--- src/rtl/mem_responder_pkg.sv ---
// Shared definitions for the memory responder and its bench.
//   DEF_WIDTH / DEF_DEPTH / DEF_ADDR_WIDTH / DEF_WAIT_CYCLES : parameter defaults
//   WAIT_CNT_W : width of the wait-state counter (0..15 wait states)
//   state_t    : responder FSM state encoding (IDLE, WAIT, RESP)
package mem_responder_pkg;

    localparam int DEF_WIDTH       = 16;
    localparam int DEF_DEPTH       = 64;
    localparam int DEF_ADDR_WIDTH  = $clog2(DEF_DEPTH);
    localparam int DEF_WAIT_CYCLES = 2;
    localparam int WAIT_CNT_W      = 4;

    typedef enum logic [1:0] {
        ST_IDLE = 2'd0,
        ST_WAIT = 2'd1,
        ST_RESP = 2'd2
    } state_t;

endpackage

--- src/rtl/mem_responder.sv ---
// Responder end of a valid/ready memory protocol with DEPTH x WIDTH storage.
//
// Handshake: the initiator raises valid_i with wr_rd_i/addr_i/wr_data_i and
// holds valid_i high until it has seen ready_o. The request is latched on the
// first edge in IDLE with valid_i high; later changes on the request lines are
// ignored. After WAIT_CYCLES wait states ready_o pulses for exactly one cycle,
// and the transfer completes on the edge where valid_i and ready_o are both
// high. Dropping valid_i before completion aborts the transfer: nothing is
// written and rd_data_o keeps its value.
//
// Ports:
//   clk_i      clock, all state changes on posedge
//   rst_i      asynchronous active-low reset; clears FSM, outputs and storage
//   valid_i    request valid
//   wr_rd_i    1 = write, 0 = read
//   addr_i     word address
//   wr_data_i  write data
//   rd_data_o  registered read data, held until the next read returns data
//   ready_o    registered one-cycle transfer-complete strobe
//   state_o    current FSM state (debug visibility)
module mem_responder
    import mem_responder_pkg::*;
#(
    parameter int WIDTH       = DEF_WIDTH,
    parameter int DEPTH       = DEF_DEPTH,
    parameter int ADDR_WIDTH  = $clog2(DEPTH),
    parameter int WAIT_CYCLES = DEF_WAIT_CYCLES
) (
    input  logic                  clk_i,
    input  logic                  rst_i,
    input  logic                  valid_i,
    input  logic                  wr_rd_i,
    input  logic [ADDR_WIDTH-1:0] addr_i,
    input  logic [WIDTH-1:0]      wr_data_i,
    output logic [WIDTH-1:0]      rd_data_o,
    output logic                  ready_o,
    output logic [1:0]            state_o
);

    localparam logic [WAIT_CNT_W-1:0] WAIT_LOAD = WAIT_CNT_W'(WAIT_CYCLES);

    state_t                  state_q, state_d;
    logic [WAIT_CNT_W-1:0]   cnt_q, cnt_d;
    logic                    ready_d;
    logic                    accept;
    logic                    complete;

    logic                    wr_q;
    logic [ADDR_WIDTH-1:0]   addr_q;
    logic [WIDTH-1:0]        data_q;
    logic [WIDTH-1:0]        mem_q [DEPTH];

    assign state_o = state_q;

    // RESP spans two cycles: the first raises ready_o, the second (ready_o
    // high) is where the initiator completes the transfer. This keeps ready_o
    // registered and confined to RESP.
    always_comb begin
        state_d  = state_q;
        cnt_d    = cnt_q;
        ready_d  = 1'b0;
        accept   = 1'b0;
        complete = 1'b0;
        case (state_q)
            ST_IDLE: begin
                if (valid_i) begin
                    accept  = 1'b1;
                    cnt_d   = WAIT_LOAD;
                    state_d = (WAIT_CYCLES == 0) ? ST_RESP : ST_WAIT;
                end
            end
            ST_WAIT: begin
                if (!valid_i) begin
                    state_d = ST_IDLE;
                    cnt_d   = '0;
                end else begin
                    cnt_d = cnt_q - 1'b1;
                    if (cnt_q == 1) begin
                        state_d = ST_RESP;
                    end
                end
            end
            ST_RESP: begin
                if (!valid_i) begin
                    state_d = ST_IDLE;
                end else if (ready_o) begin
                    complete = 1'b1;
                    state_d  = ST_IDLE;
                end else begin
                    ready_d = 1'b1;
                end
            end
            default: begin
                state_d = ST_IDLE;
            end
        endcase
    end

    always_ff @(posedge clk_i or negedge rst_i) begin
        if (!rst_i) begin
            state_q <= ST_IDLE;
            cnt_q   <= '0;
            ready_o <= 1'b0;
        end else begin
            state_q <= state_d;
            cnt_q   <= cnt_d;
            ready_o <= ready_d;
        end
    end

    // Read data is captured on the edge that raises ready_o so it is valid
    // for the whole strobe cycle; writes land on the completing edge.
    always_ff @(posedge clk_i or negedge rst_i) begin
        if (!rst_i) begin
            wr_q      <= 1'b0;
            addr_q    <= '0;
            data_q    <= '0;
            rd_data_o <= '0;
            for (int i = 0; i < DEPTH; i++) begin
                mem_q[i] <= '0;
            end
        end else begin
            if (accept) begin
                wr_q   <= wr_rd_i;
                addr_q <= addr_i;
                data_q <= wr_data_i;
            end
            if (complete && wr_q) begin
                mem_q[addr_q] <= data_q;
            end
            if (ready_d && !wr_q) begin
                rd_data_o <= mem_q[addr_q];
            end
        end
    end

endmodule

--- config.mk ---
export PLATFORM = sky130hd
export DESIGN_NAME = mem_responder
export DESIGN_NICKNAME = d
export VERILOG_FILES = /design/src/rtl/mem_responder_pkg.sv /design/src/rtl/mem_responder.sv
export SDC_FILE = /design/constraint.sdc
export NUM_CORES = 1
export LEC_CHECK = 0
export BUFFER_PORTS_ARGS = -buffer_cell sky130_fd_sc_hd__buf_2
export CAP_MARGIN = 30
export CORE_MARGIN = 2
export CORE_UTILIZATION = 23
export CTS_CLUSTER_SIZE = 12
export DETAILED_ROUTE_END_ITERATION = 12
export GPL_TIMING_DRIVEN = 0
export HOLD_SLACK_MARGIN = 0.08
export SLEW_MARGIN = 20
export SYNTH_ARGS = -nofsm -noshare
export SYNTH_HDL_FRONTEND = slang
export SYNTH_SLANG_ARGS = --single-unit
--- constraint.sdc ---
create_clock -name clk_i -period 2.7 [get_ports clk_i]
set_input_delay 0.81 -clock clk_i [delete_from_list [all_inputs] [get_ports clk_i]]
set_output_delay 0.81 -clock clk_i [all_outputs]
set_load 0.02 [all_outputs]
==> run summary <==
RD Place Congestion: 0.940
Worst slew margin: 24.0%
Vias in the first global route: 33180
Seq cells post-synth: 1070
Total die area: 0.218 sq mm
Most common cell in the synthesized netlist: dfrtp_1
Num CTS Buffers: 110
Area after DPL: 0.0534 sq mm
Core Region: 0.212 sq mm
DR iter-0 viols: 4369
Starting Density: 23.2%
Crit path DAT: 3.46 ns
CTS tree: yes
Routed Antenna Nets: 0
RSZ-0062 raised after global routing: yes
Synth Area per Inst: 14.5 sq um
Final Cell Area: 0.0585 sq mm
Root Buffer: clkbuf_16
Die Ht: 467 microns
GRT Util Overall: 17.9%
Worst-Skew Late Latency: 0.80 ns
# IOs: 45
H-Tree Depth: 3
Clk buf depth: 3
Mapped Nets: 3419
Leakage power: 26.9 nW
Status: complete, but fails checks
Max-cap viol count: 0
Top cells by area, synth: dfrtp_1, mux2_2, mux4_2
I/O Buffers: 44
Sink Count: 1070
Failing checks: negative hold slack, negative setup slack
Hold Violations, Final: 9
Die Width: 467 microns
Pwr Density: 707 mW/mm^2
Cell taking the most area after synthesis: dfrtp_1
Distinct cells, synth: 69
Initial antenna violation count: 11
WHS: -0.0433 ns
Avg WL per Cell: 30.8 microns
Grt total ovfl: 0
Asr flop ratio synth: 100%
DR pass1 iterations: 6
Area growth, synth to finish: 18.9%
Endpoint type of the worst setup path: flop
Critical path class: flop to flop
Via density per instance: 5.14
Largest net degree at the start of global routing: 143
Post-synth top cells: dfrtp_1, mux2_2, mux2i_1, clkbuf_1, a221oi_1
Dpl hpwl: 134 mm
CTS clk-pin slew, worst paths: 0.07 ns
Fmax: 0.359 GHz
Final period util: 103%
Ys flop type: dfrtp_1
Post-synthesis cell area: 0.0492 sq mm
DRC Markers: 0
Final min period: 2.78 ns
Measured slew at the worst slew-check pin: 1.14 ns
Num rows: 169
Final worst slack: -0.0835 ns
Total wire length: 200 mm
Worst vdd ir: 0.000658 V
Hold Crit Class: input pin to async pin
Final setup viols: 14
Final Max Slew Viols: 0
Worst EP required: 3.38 ns
Syn Inst Count: 3391
Yosys Warn Count: 0
Clock skew: 0.0676 ns
First-pass GRT wire length: 273 mm
Seq/Total Area, Yosys: 54.4%
Share of the synthesized area in the top cell type: 54.4%
Crit-path max FO: 10
Share of layout cells above drive strength 1: 47.9%
Via count: 33372
DP Worst Slack: -1.12 ns
Nets: 3625
EDFF count, synth: 0
Worst Setup Start Kind: flop
cell families after synthesis:
kind of cell    synth area share [%]
mux                             32.6
flops                           54.4
compound gates                  5.96
buf+inv                         3.51
simple gates                    3.48
fa+ha+maj                     0.0508
worst paths after layout:
kind / from / to / slack, ns / cells after the start
setup / recovery: addr_q[1]$_DFFE_PN0P_ / rd_data_o[6]$_DFFE_PN0P_ / -0.08 / 7
hold / removal: rst_i / cnt_q[0]$_DFFE_PN0P_ / -0.04 / 1
setup reg to reg: addr_q[1]$_DFFE_PN0P_ / rd_data_o[6]$_DFFE_PN0P_ / -0.08 / 7
hold reg to reg: mem_q[74]$_DFFE_PN0P_ / mem_q[74]$_DFFE_PN0P_ / 0.49 / 1
max in group asynchronous: rst_i / mem_q[277]$_DFFE_PN0P_ / 0.57 / 4
min in group clk_i: wr_data_i[11] / data_q[11]$_DFFE_PN0P_ / 0.28 / 2
metrics by stage:
| stage | TNS [ns] | utilization (%) | std cells | power [mW] |
|---|---|---|---|---|
| floorplan | 0 | - | 3391 | 20.1 |
| global placement | - | 24.9 | 6256 | 24.9 |
| detailed placement | -310.34 | 25.2 | 6276 | 25.0 |
| CTS | -0.117 | 27.4 | 6476 | 40.9 |
| global route | -0.0371 | 27.6 | 6494 | 42.1 |
| finish | -0.336 | 27.6 | 6495 | 41.4 |
worst max-delay path, cell delays in order, from the launching register on:
cell	delay, ns
dfrtp_2	0.45
and2_1	0.15
buf_2	0.32
buf_2	0.59
a22oi_1	0.24
a31oi_1	0.29
nand4_1	0.21
o32a_1	0.39
routing by layer:
metal	part of all wire, %	track usage [%]	routed length (microns)
met1	40	23.4	79700
met3	11	5.28	21300
met2	42	25.7	83400
met5	0.028	0	56
met4	7.7	11.4	15400
state kept, by name (all words and copies together), names as in the netlist:
| signal | flops |
|---|---|
| addr_q | 6 |
| cnt_q | 4 |
| data_q | 16 |
| mem_q | 1024 |
| rd_data_o | 16 |
| ready_o | 1 |
| state_o | 2 |
| wr_q | 1 |
placed cells by master (no fill, tap or decap), types with 30 or more instances in the layout:
cell type / instances
dfrtp_1: 1068
mux2_2: 1065
mux2i_1: 163
clkbuf_1: 134
clkbuf_16: 114
a221oi_1: 95
mux4_2: 94
buf_4: 89
a22oi_1: 87
nor2_4: 67
buf_2: 63
nor2_1: 50
o21ai_0: 40
a21oi_1: 39
buf_12: 33
buf_6: 31
nand2_1: 30
o22ai_1: 30
final cells by class:
cell class	count	area, sq um
Multi-Input combinational cell	2001	21100
Fill cell	21576	154000
Antenna cell	1	2.50
Buffer	310	2580
Inverter	5	23.8
Sequential cell	1070	26800
Clock buffer	161	3200
Tap cell	2821	3530
Timing Repair Buffer	99	972
Clock inverter	27	338
what timing repair did:
action,in CTS,in global routing
endpoints found under the hold margin,77,77
setup endpoints to repair,584,199
resized for setup,286,46
cloned,0,1
pin swaps,19,4
buffers inserted,16,17
report_power, final:
| part | internal (mW) | total (mW) | leakage, nW | switching, mW |
|---|---|---|---|---|
| registers | 16.2 | 16.5 | 14.9 | 0.254 |
| clock network | 8.55 | 15.4 | 1.74 | 6.84 |
| logic | 2.42 | 9.54 | 10.2 | 7.12 |
No activity file was read; power rests on OpenSTA's default activity.
